===== src/rtl/nvram_ioctl_bridge_if.sv =====
// HPS ioctl file channel as seen by the NVRAM bridge.
// master = hps_io side, slave = bridge side.
interface nvram_ioctl_bridge_if;
  logic        ioctl_download;
  logic        ioctl_upload;
  logic        ioctl_wr;
  logic        ioctl_rd;
  logic [24:0] ioctl_addr;
  logic [7:0]  ioctl_dout;
  logic [15:0] ioctl_index;
  logic [7:0]  ioctl_din;
  logic        ioctl_wait;

  modport master (
    output ioctl_download, ioctl_upload,
    output ioctl_wr, ioctl_rd,
    output ioctl_addr, ioctl_dout, ioctl_index,
    input  ioctl_din, ioctl_wait
  );

  modport slave (
    input  ioctl_download, ioctl_upload,
    input  ioctl_wr, ioctl_rd,
    input  ioctl_addr, ioctl_dout, ioctl_index,
    output ioctl_din, ioctl_wait
  );
endinterface


===== src/rtl/nvram_ioctl_bridge.sv =====
// Restores/saves the nibble-wide CMOS RAM over the HPS ioctl channel
// and tracks whether the game has changed it since the last transfer.
module nvram_ioctl_bridge #(
  parameter int          ADDR_W   = 10,
  parameter logic [15:0] NV_INDEX = 16'd4
) (
  input  logic              clk_sys,
  input  logic              reset,
  nvram_ioctl_bridge_if.slave io,
  output logic [ADDR_W-1:0] nv_addr,
  output logic [3:0]        nv_wdata,
  output logic              nv_we,
  input  logic [3:0]        nv_rdata,
  output logic              nv_busy,
  input  logic              core_cmos_we,
  output logic              nv_dirty
);

  typedef enum logic [2:0] {
    IDLE, DL_WR, UL_ADDR, UL_LAT, UL_OUT
  } state_t;

  state_t            state_q, state_d;
  logic [ADDR_W-1:0] addr_q, addr_d;
  logic [3:0]        wdata_q, wdata_d;
  logic [7:0]        din_q, din_d;
  logic              oor_q, oor_d;
  logic              busy_q;
  logic              dirty_q, dirty_d;
  logic              ul_q, ul_qq;
  logic              dl_q, dl_qq;

  logic sel, in_range, wr_go, rd_go;
  logic dirty_set, dirty_clr;

  assign sel      = (io.ioctl_index == NV_INDEX);
  assign in_range = ((io.ioctl_addr >> ADDR_W) == '0);
  assign wr_go    = io.ioctl_wr & sel & io.ioctl_download;
  assign rd_go    = io.ioctl_rd & sel & io.ioctl_upload;

  always_comb begin
    state_d = state_q;
    addr_d  = addr_q;
    wdata_d = wdata_q;
    din_d   = din_q;
    oor_d   = oor_q;
    unique case (state_q)
      IDLE: begin
        if (wr_go) begin
          if (in_range) begin
            addr_d  = io.ioctl_addr[ADDR_W-1:0];
            wdata_d = io.ioctl_dout[3:0];
            state_d = DL_WR;
          end
        end else if (rd_go) begin
          addr_d  = io.ioctl_addr[ADDR_W-1:0];
          oor_d   = ~in_range;
          state_d = UL_ADDR;
        end
      end
      DL_WR:   state_d = IDLE;
      UL_ADDR: state_d = UL_LAT;
      UL_LAT: begin
        din_d   = oor_q ? 8'hFF : {4'hF, nv_rdata};
        state_d = UL_OUT;
      end
      UL_OUT:  state_d = IDLE;
      default: state_d = IDLE;
    endcase
  end

  // Clear acts on the registered fall, when nv_busy has already
  // dropped, so a core write in that same cycle still wins.
  assign dirty_set = core_cmos_we & ~busy_q;
  assign dirty_clr = (ul_qq & ~ul_q) | (dl_qq & ~dl_q);

  always_comb begin
    dirty_d = dirty_q;
    if (dirty_set)      dirty_d = 1'b1;
    else if (dirty_clr) dirty_d = 1'b0;
  end

  always_ff @(posedge clk_sys) begin
    if (reset) begin
      state_q <= IDLE;
      addr_q  <= '0;
      wdata_q <= '0;
      din_q   <= 8'h00;
      oor_q   <= 1'b0;
      busy_q  <= 1'b0;
      dirty_q <= 1'b0;
      ul_q    <= 1'b0;
      ul_qq   <= 1'b0;
      dl_q    <= 1'b0;
      dl_qq   <= 1'b0;
    end else begin
      state_q <= state_d;
      addr_q  <= addr_d;
      wdata_q <= wdata_d;
      din_q   <= din_d;
      oor_q   <= oor_d;
      busy_q  <= sel & (io.ioctl_download | io.ioctl_upload);
      dirty_q <= dirty_d;
      ul_q    <= sel & io.ioctl_upload;
      ul_qq   <= ul_q;
      dl_q    <= sel & io.ioctl_download;
      dl_qq   <= dl_q;
    end
  end

  assign nv_addr       = addr_q;
  assign nv_wdata      = wdata_q;
  assign nv_we         = (state_q == DL_WR);
  assign nv_busy       = busy_q;
  assign nv_dirty      = dirty_q;
  assign io.ioctl_din  = din_q;
  assign io.ioctl_wait = (state_q == DL_WR) |
                         (state_q == UL_ADDR) |
                         (state_q == UL_LAT);

endmodule


===== src/flat_wrapper.sv =====
// flat-port wrapper written by rule: the top's interface ports become plain ports
module nvram_ioctl_bridge_flat 
#(
  parameter int          ADDR_W   = 10,
  parameter logic [15:0] NV_INDEX = 16'd4
)
  (clk_sys, reset, nv_addr, nv_wdata, nv_we, nv_rdata, nv_busy, core_cmos_we, nv_dirty, io_ioctl_download, io_ioctl_upload, io_ioctl_wr, io_ioctl_rd, io_ioctl_addr, io_ioctl_dout, io_ioctl_index, io_ioctl_din, io_ioctl_wait);
  nvram_ioctl_bridge_if io_i ();
  input  logic clk_sys;
  input  logic reset;
  output logic [ADDR_W-1:0] nv_addr;
  output logic [3:0] nv_wdata;
  output logic nv_we;
  input  logic [3:0] nv_rdata;
  output logic nv_busy;
  input  logic core_cmos_we;
  output logic nv_dirty;
  input wire logic [$bits(io_i.ioctl_download)-1:0] io_ioctl_download;
  input wire logic [$bits(io_i.ioctl_upload)-1:0] io_ioctl_upload;
  input wire logic [$bits(io_i.ioctl_wr)-1:0] io_ioctl_wr;
  input wire logic [$bits(io_i.ioctl_rd)-1:0] io_ioctl_rd;
  input wire logic [$bits(io_i.ioctl_addr)-1:0] io_ioctl_addr;
  input wire logic [$bits(io_i.ioctl_dout)-1:0] io_ioctl_dout;
  input wire logic [$bits(io_i.ioctl_index)-1:0] io_ioctl_index;
  output wire logic [$bits(io_i.ioctl_din)-1:0] io_ioctl_din;
  output wire logic [$bits(io_i.ioctl_wait)-1:0] io_ioctl_wait;
  assign io_i.ioctl_download = io_ioctl_download;
  assign io_i.ioctl_upload = io_ioctl_upload;
  assign io_i.ioctl_wr = io_ioctl_wr;
  assign io_i.ioctl_rd = io_ioctl_rd;
  assign io_i.ioctl_addr = io_ioctl_addr;
  assign io_i.ioctl_dout = io_ioctl_dout;
  assign io_i.ioctl_index = io_ioctl_index;
  assign io_ioctl_din = io_i.ioctl_din;
  assign io_ioctl_wait = io_i.ioctl_wait;
  nvram_ioctl_bridge #(.ADDR_W(ADDR_W), .NV_INDEX(NV_INDEX)) u_core (.clk_sys(clk_sys), .reset(reset), .io(io_i), .nv_addr(nv_addr), .nv_wdata(nv_wdata), .nv_we(nv_we), .nv_rdata(nv_rdata), .nv_busy(nv_busy), .core_cmos_we(core_cmos_we), .nv_dirty(nv_dirty));
endmodule

===== config.mk =====
export PLATFORM = sky130hd
export DESIGN_NAME = nvram_ioctl_bridge_flat
export DESIGN_NICKNAME = d
export VERILOG_FILES = /design/src/rtl/nvram_ioctl_bridge_if.sv /design/src/rtl/nvram_ioctl_bridge.sv /design/src/flat_wrapper.sv
export SDC_FILE = /design/constraint.sdc
export NUM_CORES = 1
export LEC_CHECK = 0
export ABC_AREA = 1
export BUFFER_PORTS_ARGS = -buffer_cell sky130_fd_sc_hd__buf_2
export CORE_MARGIN = 2
export CORE_UTILIZATION = 44
export CTS_CLUSTER_DIAMETER = 120
export DETAILED_ROUTE_END_ITERATION = 8
export MAX_ROUTING_LAYER = met4
export PLACE_DENSITY = 0.8
export SLEW_MARGIN = 20
export SYNTH_ARGS = -nofsm -noshare
export SYNTH_HDL_FRONTEND = slang
export SYNTH_SLANG_ARGS = --single-unit

===== constraint.sdc =====
create_clock -name clk_sys -period 1.75 [get_ports clk_sys]
set_input_delay 0.175 -clock clk_sys [delete_from_list [all_inputs] [get_ports clk_sys]]
set_output_delay 0.175 -clock clk_sys [all_outputs]
set_load 0.1 [all_outputs]

# After elaboration in Yosys (flattened, before gate mapping)
# Index checks and enable logic that the tools add are counted.
[totals] in_bits=60 output_inout_bits=26 register_bits=32 wordCells=55
[op_classes] n_mux=10 n_eq_ne=7 n_bitwise=19 reduce_logical=8
[op_table] op="two-way mux 10 bit" n=3
[op_table] op="logical NOT 25 bit" n=1
[op_table] op="== test 16 x 3 -> 1 bit, second input constant" n=1
[op_table] op="bitwise AND 1 bit" n=10
[op_table] op="two-way mux 3 bit" n=3
[op_table] op="case mux 3 bit (3 select lines)" n=1
[op_table] op="AND reduction 3 bit" n=3
[op_table] op="== test 3 x 2 -> 1 bit, second input constant" n=2
[op_table] op="inverter 1 bit" n=5
[op_table] op="two-way mux 4 bit" n=1
[op_table] op="OR 1 bit" n=4
[op_table] op="nonzero test 2 bit" n=2
[op_table] op="== test 3 x 1 -> 1 bit, second input constant" n=1
[op_table] op="logical NOT 3 bit" n=1
[op_table] op="inequality test 3 x 1 -> 1 bit, second input constant" n=1
[op_table] op="inequality test 3 x 2 -> 1 bit, second input constant" n=1
[op_table] op="two-way mux 1 bit" n=2
[op_table] op="inequality test 2 x 1 -> 1 bit, second input constant" n=1
[op_table] op="AND reduction 2 bit" n=1

# Longest topological paths before layout
[logic_depth] ltp_word=6 mapped_depth=11 ltp_nobuf=10

# Worst setup path before layout
# No wires, ideal clock.
[synth_path] path_type="register to output" start="register u_core.state_q[0]" end="output nv_we" path_buffers=0 arrival_ns=2.478 slack_ns=-0.903 stages_incl_launch_ff=3 t_required_ns=1.575 path_cell_list="dfxtp_1 > inv_1 > nor3_1"
[synth_between] elab_chain_cells=1
[synth_rtl] item="from (decl)" line_no="nvram_ioctl_bridge.sv:23" source="state_t state_q, state_d;"
[synth_rtl] item="from (signal assigned)" line_no="nvram_ioctl_bridge.sv:97" source="state_q <= state_d;"
[synth_rtl] item="== test 3 x 1 -> 1 bit" line_no="nvram_ioctl_bridge.sv:113" source="assign nv_we = (state_q == DL_WR);"
[synth_rtl] item="to (decl)" line_no="flat_wrapper.sv:13" source="output logic nv_we;"
# Every way passes these cells.

# Final worst setup path
[layout_path] start="register u_core.state_q[1]" end="output io_ioctl_wait"
[layout_between] elab_chain_cells=3 word_cells_on_any_way=5 classes_between="eq/ne (3); bitwise (2)"
[layout_rtl] item="== test 3 x 1 -> 1 bit or == test 3 x 2 -> 1 bit (tied branches)" line_no="nvram_ioctl_bridge.sv:117, nvram_ioctl_bridge.sv:118"
[layout_rtl] item="OR 1 bit" line_no="nvram_ioctl_bridge.sv:117" source="assign io.ioctl_wait = (state_q == DL_WR) |"
[layout_rtl] item="OR 1 bit (*)" line_no="nvram_ioctl_bridge.sv:118" source="(state_q == UL_ADDR) |"
[layout_rtl] item="to (decl)" line_no="flat_wrapper.sv:26" source="output wire logic [$bits(io_i.ioctl_wait)-1:0] io_ioctl_wait;"
# Every way passes the cells marked *; elsewhere a longest branch is shown, timed or not.

==> flow_summary.yaml <==
grt:
  grt_pass1_wl_um: 5910
  antenna_found_initial: 0
  grt_pass1_vias: 1462
  grtUsageTotal: 0.189
  grt_max_degree: 19
  overflow: 0
die:
  initial_core_util: 0.459
  placeableCoreArea_um2: 3340
  dieArea_um2: 3970
  die_x_um: 63.0
  ios: 86
  num_rows: 21
  die_h_um: 63.0
worst_setup_path:
  cp.required_ns: 1.57
  crit_chain: "inv_1 -> a21oi_2 -> buf_2"
  critPathMaxFanout: 4
  cp_slowest_cell: "dfxtp_1"
  startpoint_type: "register"
  max_stage_delay_ns: 0.44
  endpoint_kind: "output pin"
  path_class: "register to output pin"
  arrival_ns: 1.45
yosys:
  syn_inst: 212
  ys_seq_area_frac: 0.379
  synth_top_cell_area_share: 0.379
  syn_area_per_cell_um2: 7.22
  synth_area_um2: 1530
  ys_warn_count: 0
  yosysUniqueCellTypes: 25
  synth.area.top_cells: "dfxtp_1, nor2_1, nand2_1, nand3_2, inv_1"
  yosysTopAreaCell: "dfxtp_1"
  ys_ff_latch: 29
  syn-num-nets: 272
placed_design:
  io_buffers: 81
  place_area_um2: 1950
  dp.final_hpwl_um: 2550
  gp_congestion: 0.720
  place_inst: 332
finish:
  nets: 353
  area_growth_pct: 31.9
  final_area_um2: 2020
  finalNonFillerCells: 340
  drive_gt1_frac: 0.408
  fillers: 326
  num_antenna_cells: 0
power:
  peakVddDrop_v: 0.000325
  power.total_uw: 1230
  p_per_area_nw_per_um2: 611
  leakagePower_uw: 0.00106
sta:
  finalSetupViolCount: 0
  fin_worst_skew_ns: 0.00323
  fmax_ghz: 0.617
  timing.final.hold_violations: 0
  slew-limit-headroom: 0.673
  finalCritPeriodShare: 0.927
  drv_slew: 0
  period_needed_ns: 1.62
  grt_setup_unrepaired: "no"
  tightest_slew_ns: 0.494
cts:
  htree_num_levels: 2
  clkSlewWorstSetupHoldPaths_ns: 0.09
  clock_latency_ns: 0.32
  cts_buffer_depth: 2
  cts_setup_buffers: 0
  postCtsHoldBufs: 0
  root_buffer: "clkbuf_4"
  cts.sinks: 29
  tritoncts: "built"
  postCtsResizedCells: 0
  cts_buffers: 5
detailed_routing:
  drtIter0Drc: 30
  dr.pass1.iters: 4
  route.detailed.vias_per_inst: 4.59
  ant_nets: 0
  routed_wl_um: 3210
  drc_errors: 0
  wire_per_inst_um: 9.45
  vias: 1560
status:
  status: "complete, no violations"
job:
  max_cap_viol_count: 0
hold_path:
  hold_class: "input pin to register"
cell families (layout without fill, tap and decap cells):
group | Yosys count | in the layout | synth area share
simple gates | 120 | 120 | 0.422
compound gates | 28 | 28 | 0.0940
buf+inv | 35 | 117 | 0.105
flops | 29 | 29 | 0.379
worst paths after layout:
check        slack (ns)  cells past startpoint                             end                      startpoint
max reg2reg        0.23                      4  u_core.nv_addr[6]$_SDFFE_PP0P_  u_core.state_q[1]$_SDFFE_PP0P_
min reg2reg        0.43                      2         u_core.dl_qq$_SDFF_PP0_          u_core.dl_q$_SDFF_PP0_
max                0.13                      3                   io_ioctl_wait  u_core.state_q[1]$_SDFFE_PP0P_
min                0.07                      3  u_core.nv_addr[8]$_SDFFE_PP0P_                io_ioctl_addr[8]
stage by stage:
step | setup WS [ns] | utilization | hold slack [ns] | TNS, ns
after floorplan | -0.0545 | - | 0.307 | -0.0545
after global placement | 0.196 | 0.585 | 0.391 | 0
after detailed placement | 0.187 | 0.585 | 0.400 | 0
after CTS | 0.116 | 0.606 | 0.0589 | 0
after global routing | 0.0631 | 0.606 | 0.0800 | 0
final | 0.128 | 0.606 | 0.0658 | 0
area by class of cell:
cell class / count / area, um2 / area share
multi-input cells: 148 / 798 / 0.395
flip-flops and latches: 29 / 581 / 0.287
repair buffers: 82 / 413 / 0.204
inverters: 27 / 101 / 0.0502
clock buffers: 7 / 65.1 / 0.0322
well taps: 46 / 57.6 / 0.0285
clock inverters: 1 / 5.00 / 0.00248
critical path: cells and delay by family, from the launching register on:
| family | cells | cell delay, ns |
|---|---|---|
| AO/OA/AOI/OAI | 1 | 0.15 |
| buffers and inverters | 2 | 0.54 |
| flip-flops | 1 | 0.44 |
cells in the final DEF, fill, tap and decap left out, types with 2 or more instances in the layout:
| master | synthesis | routed |
|---|---|---|
| nand3_2 | 11 | 11 |
| dfxtp_1 | 29 | 29 |
| o21ai_0 | 5 | 5 |
| buf_2 | 0 | 81 |
| nand2_1 | 36 | 36 |
| nand4_2 | 2 | 2 |
| nor2_1 | 40 | 40 |
| nor2_4 | 4 | 4 |
| nor2_2 | 6 | 6 |
| nand3_1 | 10 | 10 |
| nor3_2 | 1 | 2 |
| nor3_1 | 4 | 3 |
| clkbuf_8 | 0 | 2 |
| clkbuf_4 | 0 | 5 |
| a21oi_1 | 20 | 19 |
| inv_1 | 27 | 27 |
synthesized netlist by cell type (all sizes together):
master / instances
inv: 27
buf: 6
nor2: 50
nand2: 37
a21boi: 1
dfxtp: 29
or2: 1
nand4: 3
and2: 2
nor3: 6
o21ai: 6
clkbuf: 2
a21oi: 20
a31oi: 1
nand3: 21
metal layers:
layer | track usage | part of all wire
met5 | - | 0
met4 | 0.0583 | 0.0056
met3 | 0.0468 | 0.069
met2 | 0.332 | 0.50
met1 | 0.209 | 0.42
flip-flops by register name, indices dropped and copies added, names as in the netlist:
name and flops:
u_core.dl_q 1, u_core.dl_qq 1, u_core.io.ioctl_din 5, u_core.nv_addr 10
u_core.nv_busy 1, u_core.nv_dirty 1, u_core.nv_wdata 4, u_core.oor_q 1
u_core.state_q 3, u_core.ul_q 1, u_core.ul_qq 1
power by group:
part	internal, uW	leakage [uW]	switching, uW
sequential	661	0.000234	0.738
combinational	55.3	0.000785	59.8
clock	233	0.0000413	225
(Power assumes the default switching activity.)
